==> config.mk <==
export PLATFORM = sky130hd
export DESIGN_NAME = ara_runtime_ctrl
export DESIGN_NICKNAME = d
export VERILOG_FILES = /design/src/rtl/ara_runtime_ctrl.sv
export SDC_FILE = /design/constraint.sdc
export NUM_CORES = 1
export LEC_CHECK = 0
export ABC_AREA = 1
export ABC_CLOCK_PERIOD_IN_PS = 1700
export CAP_MARGIN = 20
export CORE_UTILIZATION = 25
export DETAILED_ROUTE_END_ITERATION = 6
export GPL_TIMING_DRIVEN = 1
export PLACE_DENSITY = 0.5
export SYNTH_ARGS = -nofsm -noshare
export SYNTH_HDL_FRONTEND = slang
export SYNTH_SLANG_ARGS = --single-unit
==> constraint.sdc <==
create_clock -name clk_i -period 1.7 [get_ports clk_i]
set_clock_uncertainty 0.15 [all_clocks]
set_input_delay 0.17 -clock clk_i [delete_from_list [all_inputs] [get_ports clk_i]]
set_output_delay 0.17 -clock clk_i [all_outputs]
set_load 0.05 [all_outputs]
==> src/rtl/ara_runtime_ctrl.sv <==
// ara_runtime_ctrl: vector-runtime measurement controller beside Ara. It gates a 64-bit
//   runtime counter and NrEvents 64-bit event counters, and snapshots them whenever Ara goes idle after activity.
// Latency: the FSM and counters are registered. Valid at cycle t gives RUN at t+1. Snapshots are readable one cycle after the condition.
// Backpressure: none. The APB slave is zero-wait, so pready_o is tied to 1 and reads decode combinationally in the access phase.
// Ports:
//   clk_i/rst_ni        clock and asynchronous active-low reset
//   acc_req_valid_i     vector instruction dispatched to Ara
//   ara_idle_i          Ara has nothing in flight
//   event_i             per-cycle event strobes
//   psel/penable/pwrite/paddr/pwdata/prdata/pready/pslverr   APB slave
//   busy_o              measurement window open (RUN or DRAIN)
// Build option: define ARA_RUNTIME_EVT_CNT_EN to implement the event counters and offsets 0x10+.
module ara_runtime_ctrl #(
  parameter int unsigned NrEvents = 3
) (
  input  logic                clk_i,
  input  logic                rst_ni,
  input  logic                acc_req_valid_i,
  input  logic                ara_idle_i,
  input  logic [NrEvents-1:0] event_i,
  input  logic                psel_i,
  input  logic                penable_i,
  input  logic                pwrite_i,
  input  logic [31:0]         paddr_i,
  input  logic [31:0]         pwdata_i,
  output logic [31:0]         prdata_o,
  output logic                pready_o,
  output logic                pslverr_o,
  output logic                busy_o
);

  localparam logic [1:0] StIdle  = 2'd0;
  localparam logic [1:0] StRun   = 2'd1;
  localparam logic [1:0] StDrain = 2'd2;

  logic [1:0]  state_q, state_d;
  logic        en_q, en_d;
  logic        pending_q, pending_d;
  logic        snap_valid_q, snap_valid_d;
  logic [63:0] rt_cnt_q, rt_cnt_d;
  logic [63:0] rt_snap_q, rt_snap_d;

  logic        access, ctrl_wr, clr, counting, snap;
  logic [7:0]  addr;
  logic [31:0] rd_data;
  logic        rd_err;

  assign addr     = paddr_i[7:0];
  assign access   = psel_i & penable_i;
  assign ctrl_wr  = access & pwrite_i & (addr == 8'h00);
  assign clr      = ctrl_wr & pwdata_i[1];
  assign counting = (state_q != StIdle);
  // A dispatch in the same cycle as idle means new work, so it suppresses the snapshot.
  assign snap     = pending_q & ara_idle_i & ~acc_req_valid_i;
  assign busy_o   = counting;
  assign pready_o = 1'b1;

  // The FSM looks at the registered EN, so a CTRL write only steers it from the next cycle.
  always_comb begin
    state_d = state_q;
    case (state_q)
      StIdle:  if (en_q && acc_req_valid_i) state_d = StRun;
      StRun:   if (!en_q) state_d = ara_idle_i ? StIdle : StDrain;
      StDrain: begin
        if (en_q)            state_d = StRun;
        else if (ara_idle_i) state_d = StIdle;
      end
      default: state_d = StIdle;
    endcase
  end

  // CLR beats both increment and snapshot. EN and the FSM state are left alone.
  always_comb begin
    en_d         = ctrl_wr ? pwdata_i[0] : en_q;
    rt_cnt_d     = rt_cnt_q;
    rt_snap_d    = rt_snap_q;
    pending_d    = pending_q;
    snap_valid_d = snap_valid_q;
    if (clr) begin
      rt_cnt_d     = '0;
      rt_snap_d    = '0;
      pending_d    = 1'b0;
      snap_valid_d = 1'b0;
    end else begin
      if (counting) rt_cnt_d = rt_cnt_q + 64'd1;
      if (snap) begin
        rt_snap_d    = rt_cnt_q;
        pending_d    = 1'b0;
        snap_valid_d = 1'b1;
      end else if (acc_req_valid_i) begin
        pending_d = 1'b1;
      end
    end
  end

  always_ff @(posedge clk_i or negedge rst_ni) begin
    if (!rst_ni) begin
      state_q      <= StIdle;
      en_q         <= 1'b0;
      pending_q    <= 1'b0;
      snap_valid_q <= 1'b0;
      rt_cnt_q     <= '0;
      rt_snap_q    <= '0;
    end else begin
      state_q      <= state_d;
      en_q         <= en_d;
      pending_q    <= pending_d;
      snap_valid_q <= snap_valid_d;
      rt_cnt_q     <= rt_cnt_d;
      rt_snap_q    <= rt_snap_d;
    end
  end

`ifdef ARA_RUNTIME_EVT_CNT_EN
  logic [NrEvents-1:0][63:0] evt_cnt_q, evt_cnt_d;
  logic [NrEvents-1:0][63:0] evt_snap_q, evt_snap_d;

  always_comb begin
    evt_cnt_d  = evt_cnt_q;
    evt_snap_d = evt_snap_q;
    for (int i = 0; i < NrEvents; i++) begin
      if (clr) begin
        evt_cnt_d[i]  = '0;
        evt_snap_d[i] = '0;
      end else begin
        if (counting && event_i[i]) evt_cnt_d[i] = evt_cnt_q[i] + 64'd1;
        if (snap) evt_snap_d[i] = evt_cnt_q[i];
      end
    end
  end

  always_ff @(posedge clk_i or negedge rst_ni) begin
    if (!rst_ni) begin
      evt_cnt_q  <= '0;
      evt_snap_q <= '0;
    end else begin
      evt_cnt_q  <= evt_cnt_d;
      evt_snap_q <= evt_snap_d;
    end
  end

  logic unused_bits;
  assign unused_bits = ^{paddr_i[31:8], pwdata_i[31:2]};
`else
  logic unused_bits;
  assign unused_bits = ^{paddr_i[31:8], pwdata_i[31:2], event_i};
`endif

  // Read decode. Writes to read-only offsets flag an error and are otherwise ignored.
  always_comb begin
    rd_data = '0;
    rd_err  = 1'b0;
    case (addr)
      8'h00: rd_data = {31'b0, en_q};
      8'h04: begin
        rd_err  = pwrite_i;
        rd_data = {29'b0, pending_q, snap_valid_q, busy_o};
      end
      8'h08: begin
        rd_err  = pwrite_i;
        rd_data = rt_snap_q[31:0];
      end
      8'h0C: begin
        rd_err  = pwrite_i;
        rd_data = rt_snap_q[63:32];
      end
      default: begin
        rd_err = 1'b1;
`ifdef ARA_RUNTIME_EVT_CNT_EN
        for (int i = 0; i < NrEvents; i++) begin
          if (addr == 8'(16 + 8 * i)) begin
            rd_err  = pwrite_i;
            rd_data = evt_snap_q[i][31:0];
          end
          if (addr == 8'(20 + 8 * i)) begin
            rd_err  = pwrite_i;
            rd_data = evt_snap_q[i][63:32];
          end
        end
`endif
      end
    endcase
  end

  assign prdata_o  = (access && !rd_err) ? rd_data : 32'd0;
  assign pslverr_o = access & rd_err;

endmodule

# --- Word level (Yosys, flattened, before mapping) ---
# Index checks and enable logic that the tools add are counted.
op_classes:
  n_bitwise: 8
  reduce_logical: 11
  multipliers: 0
  magnitude_cmp: 0
  muxes: 18
  div: 0
  n_addsub: 1
  n_eq_ne: 8
  n_shift: 0
op_table:
  columns: ["op", "count"]
  rows:
  - ["$mux W64", 4]
  - ["$pmux W32 S4", 1]
  - ["$add A64 B1 Y64 const B", 1]
  - ["$mux W32", 1]
  - ["$eq A8 B4 Y1 const B", 2]
  - ["$mux W2", 5]
  - ["$eq A8 B3 Y1 const B", 1]
  - ["$logic_not A8 Y1", 1]
  - ["$and A1 B1 Y1", 7]
  - ["$pmux W2 S3", 1]
  - ["$reduce_bool A2 Y1", 3]
  - ["$mux W1", 5]
  - ["$ne A2 B2 Y1 const B", 2]
  - ["$ne A3 B3 Y1 const B", 1]
  - ["$reduce_and A3 Y1", 1]
  - ["$reduce_bool A3 Y1", 1]
  - ["$reduce_or A3 Y1", 1]
  - ["$eq A2 B1 Y1 const B", 1]
  - ["$eq A2 B2 Y1 const B", 1]
  - ["$logic_and A1 B1 Y1", 2]
  - ["$logic_not A2 Y1", 1]
  - ["$pmux W1 S2", 1]
  - ["$logic_not A1 Y1", 1]
  - ["$not A1 Y1", 1]
word_totals:
  input_bits: 74
  rom_bits: 0
  out_inout_bits: 35
  ramBits: 0
  latch_bits: 0
  ff_bits: 133
  memories: 0
  word_cells: 52

# --- Logic depth before layout (Yosys ltp) ---
logic_depth:
  ltp_word: 6
  mapped_depth: 11
  ltp_nobuf: 11

# --- Worst setup path after synthesis ---
# Ideal clock, no wire load.
synth_path:
  path_type: "input-to-output"
  startpoint: "input port paddr_i[1]"
  endpoint: "output port prdata_o[10]"
  t_arrival_ns: 1.826
  cell_stages: 8
  slack_ns: -0.446
  path_cell_list: "nor2_1 inv_2 nor2_1 o21ai_0 nor2_1 inv_1 clkbuf_1 a21oi_1"
synth_between:
  elab_chain_len: 6
  word_cells_on_any_way: 10
  classes_between: "eq/ne (3); mux (3); reduce/logical (4)"
synth_lines:
  columns: ["element", "line_no", "rtl"]
  rows:
  - ["start: declaration", "24", "input logic [31:0] paddr_i,"]
  - ["$eq A8 B4 Y1 / $eq A8 B3 Y1 (equally long branches)", "153", "case (addr)"]
  - ["$reduce_or A3 Y1 (no source line)", null, null]
  - ["$pmux W1 S2", "153", null]
  - ["$logic_not A1 Y1", "185", "assign prdata_o = (access && !rd_err) ? rd_data : 32'd0;"]
  - ["$logic_and A1 B1 Y1", "185", null]
  - ["$mux W32 *", "185", null]
  - ["end: declaration", "26", "output logic [31:0] prdata_o,"]
# Mark *: on every way between the ends. The rest lies on a longest branch, timed or not.

# --- Worst setup path in the final report ---
layout_path:
  startpoint: "register state_q[0]"
  endpoint: "output port prdata_o[0]"
layout_between:
  elab_chain_len: 3
layout_lines:
  columns: ["element", "line_no", "rtl"]
  rows:
  - ["start: declaration", "36", "logic [1:0] state_q, state_d;"]
  - ["start signal: assignment", "98", "state_q <= StIdle;"]
  - ["start signal: assignment", "105", "state_q <= state_d;"]
  - ["$reduce_bool A2 Y1", "52", "assign counting = (state_q != StIdle);"]
  - ["$pmux W32 S4", "153", null]
  - ["$mux W32", "185", null]
# Every way passes these cells.

==> run summary <==
=======================================================================================
Initial antenna violation count ..........................................            0
Number of instances in the synthesized netlist ...........................        1,054
Share of cells above drive strength 1 ....................................        48.1%
Slowest Stage Delay on Critical Path .....................................      0.41 ns
Residual antenna-violating net count after detailed routing ..............            0
Weighted congestion reported at the end of routability-driven placement ..        0.911
Number of enable flip-flop cells after synthesis .........................            0
Ratio of routed vias to standard cells ...................................         4.63
First-pass GRT wire length ...............................................      44.6 mm
Final Hold Fails .........................................................            0
Unrepaired setup endpoints after global routing ..........................         true
Post-layout net count ....................................................        1,404
Worst vdd ir .............................................................     0.746 mV
Via total after detailed routing .........................................        7,965
Area enclosed by the die boundary ........................................ 29,700 sq um
Worst hold path class ....................................................  in -> async
Power density normalized to cell area ....................................  714 nW/um^2
Number of global-route vias before repair ................................        7,735
CTS Root Cell ............................................................    clkbuf_16
Total clock sinks ........................................................          133
Global-route congestion overflow total ...................................            0
Element type at the critical path start ..................................     register
Arrival time worst endpoint ..............................................      1.71 ns
Antenna fix cells ........................................................            0
Pin count of the biggest net entering global routing .....................           50
Most frequent cells in the layout ........................................ nand2_1, buf_4, dfrtp_1, nor2_1, inv_1
Clk Latency, worst-skew pair .............................................      0.43 ns
Share of flip-flops with an asynchronous set or reset ....................         100%
Area of all placed cells without fillers ................................. 13,100 sq um
Required time reported for the critical path endpoint ....................      1.38 ns
CP Max Fanout ............................................................            3
IO buf count .............................................................           50
Estimated wirelength of the detail-placed design .........................      20.6 mm
Achievable clock frequency ...............................................      492 MHz
Drt drc ..................................................................            0
Overall power after layout ...............................................    0.00938 W
Violated checks .......................................................... negative setup slack
Minimum clock period .....................................................      2.03 ns
Worst path setup slack after routing .....................................    -0.333 ns
I/O pin count ............................................................          109
CTS tree .................................................................          yes
Overall die width ........................................................  172 microns
TritonCTS buffer count ...................................................           17
Longest Clk Path Bufs ....................................................            2
Leakage dissipation ......................................................      6.17 nW
Run status ............................................................... finished, violations left
Number of H-tree levels ..................................................            4
Avg Cell Area, Syn .......................................................   6.87 sq um
Detailed-route wire length per cell ...................................... 17.0 microns
Area inside the core boundary ............................................ 28,200 sq um
Final number of setup-violating endpoints ................................           85
Worst reg2reg setup slack ................................................     -0.29 ns
Most common library cell in the layout ignoring fill and taps ............      nand2_1
Clock transition at the registers of the reported paths ..................      0.06 ns
Kind of critical path ....................................................   reg -> out
Warnings from Yosys ......................................................            0
Number of nets produced by synthesis .....................................        1,129
Instance area after placement ............................................ 10,100 sq um
Die outline height .......................................................  172 microns
Primary flip-flop cell chosen by synthesis mapping .......................      dfrtp_1
Aggregate routed wire length .............................................      29.2 mm
Number of violations reported at the end of detailed-routing iteration 0 .          603
Total of flip-flops plus latches after synthesis .........................          133
Type of element capturing the critical path ..............................   output pin
Part of the Yosys area used for sequential elements ......................        45.9%
Worst path cell trace .................................................... nor2_4, buf_6, inv_6, buf_8, a21oi_4, nor2_4, buf_12
Site row count ...........................................................           61
Synthesized cell area ....................................................   7250 sq um
Total negative slack for setup checks ....................................    -12.32 ns
CP max stage cell ........................................................      dfrtp_1
Library cells used by synthesis ..........................................           33
Final worst-path cycle share .............................................         120%
Slew Limit Fails .........................................................            0
Max Cap Violations .......................................................            0
Effective utilization at floorplan .......................................        25.7%
Post-synthesis to final-layout area growth ...............................        81.2%
Pre-antenna DRT Iters ....................................................            5
Number of cells in the design after placement ............................        1,622
Final cell count without fillers .........................................        1,720
Cell repeated most along the worst path ..................................       nor2_4
Aggregate global-route resource usage ....................................        20.4%
=======================================================================================
[power by group]
part	internal [W]	switching (W)	leakage, nW
Sequential	0.00337	0.000199	1.77
Clock	0.00234	0.00157	0.290
Combinational	0.000848	0.00104	4.11
[registers in the layout (all words and copies together) (netlist names)]
signal        flops
pending_q         1
rt_snap_q        64
state_q           2
en_q              1
rt_cnt_q         64
snap_valid_q      1
[final timing paths]
kind | endpoint | depth (start not counted) | startpoint
worst max register to register | rt_cnt_q[14]$_DFFE_PN0P_ | 12 | state_q[0]$_DFFE_PN0P_
max in group asynchronous | rt_cnt_q[53]$_DFFE_PN0P_ | 3 | rst_ni
worst max-delay path | prdata_o[0] | 7 | state_q[0]$_DFFE_PN0P_
worst min register to register | snap_valid_q$_DFFE_PN0N_ | 2 | snap_valid_q$_DFFE_PN0N_
min in group clk_i | en_q$_DFFE_PN0P_ | 6 | paddr_i[3]
worst min-delay path | rt_snap_q[39]$_DFFE_PN0N_ | 2 | rst_ni
[repair_timing]
item / CTS / global route
setup endpoints to repair: 88 / 95
cloned: 4 / 3
pin swaps: 86 / 114
resized for setup: 308 / 248
hold endpoints to repair: 133 / 0
setup buffers: 38 / 26
hold buffers: 1 / 0
[cells in the mapped netlist, types with 3 or more instances]
library cell | instances | share of area, %
nand2_1 | 382 | 20
dfrtp_1 | 133 | 46
inv_2 | 5 | 0.26
o21ai_1 | 40 | 2.8
nor2_1 | 178 | 9.2
nand2_2 | 3 | 0.26
o21ai_0 | 34 | 2.3
nor2_2 | 5 | 0.43
clkbuf_1 | 6 | 0.31
buf_2 | 10 | 0.69
nor3_1 | 22 | 1.5
a31oi_1 | 4 | 0.35
buf_6 | 8 | 1.2
a21oi_1 | 62 | 4.3
nand4_1 | 3 | 0.26
inv_1 | 96 | 5.0
nand3_1 | 45 | 3.1
[kinds of logic after synthesis]
kind of cell             synth area share, %
flip-flops                              45.9
adder cells (fa/ha/maj)                0.173
other                                 0.0518
AO/OA/AOI/OAI                           10.1
buffers and inverters                   7.75
XOR/XNOR                               0.121
AND/OR/NAND/NOR                         35.9
[per-layer routing]
metal / vias to the layer above / track usage [%] / wire, microns
li1: 3890 / - / -
met3: 49 / 3.71 / 1300
met1: 3829 / 27.4 / 13100
met2: 197 / 32.3 / 13900
met5: - / 0 / 0
met4: 0 / 8.00 / 912
[metrics by stage]
step | hold WS, ns | setup slack (ns) | util [%]
floorplan | -0.276 | -0.0204 | -
global placement | -0.0863 | -0.520 | 35.9
detailed placement | -0.0864 | -0.519 | 35.9
CTS | 0.0211 | -0.331 | 42.9
global route | 0.0337 | -0.375 | 46.6
finish | 0.0170 | -0.333 | 46.6
[layout make-up]
cell class	count	area, sq um
fillers	2603	15000
clock buffers	17	425
inverters	101	413
well taps	378	473
clock inverters	15	193
flip-flops and latches	133	3340
multi-input cells	792	5250
repair buffers	284	3030
[critical path: cells and delay by family (launching register included)]
family,cells,cell delay (ns)
AO/OA/AOI/OAI,1,0.13
buffers and inverters,4,0.45
flip-flops,1,0.41
AND/OR/NAND/NOR,2,0.28
Note: power is estimated with default switching activity, not from simulation.
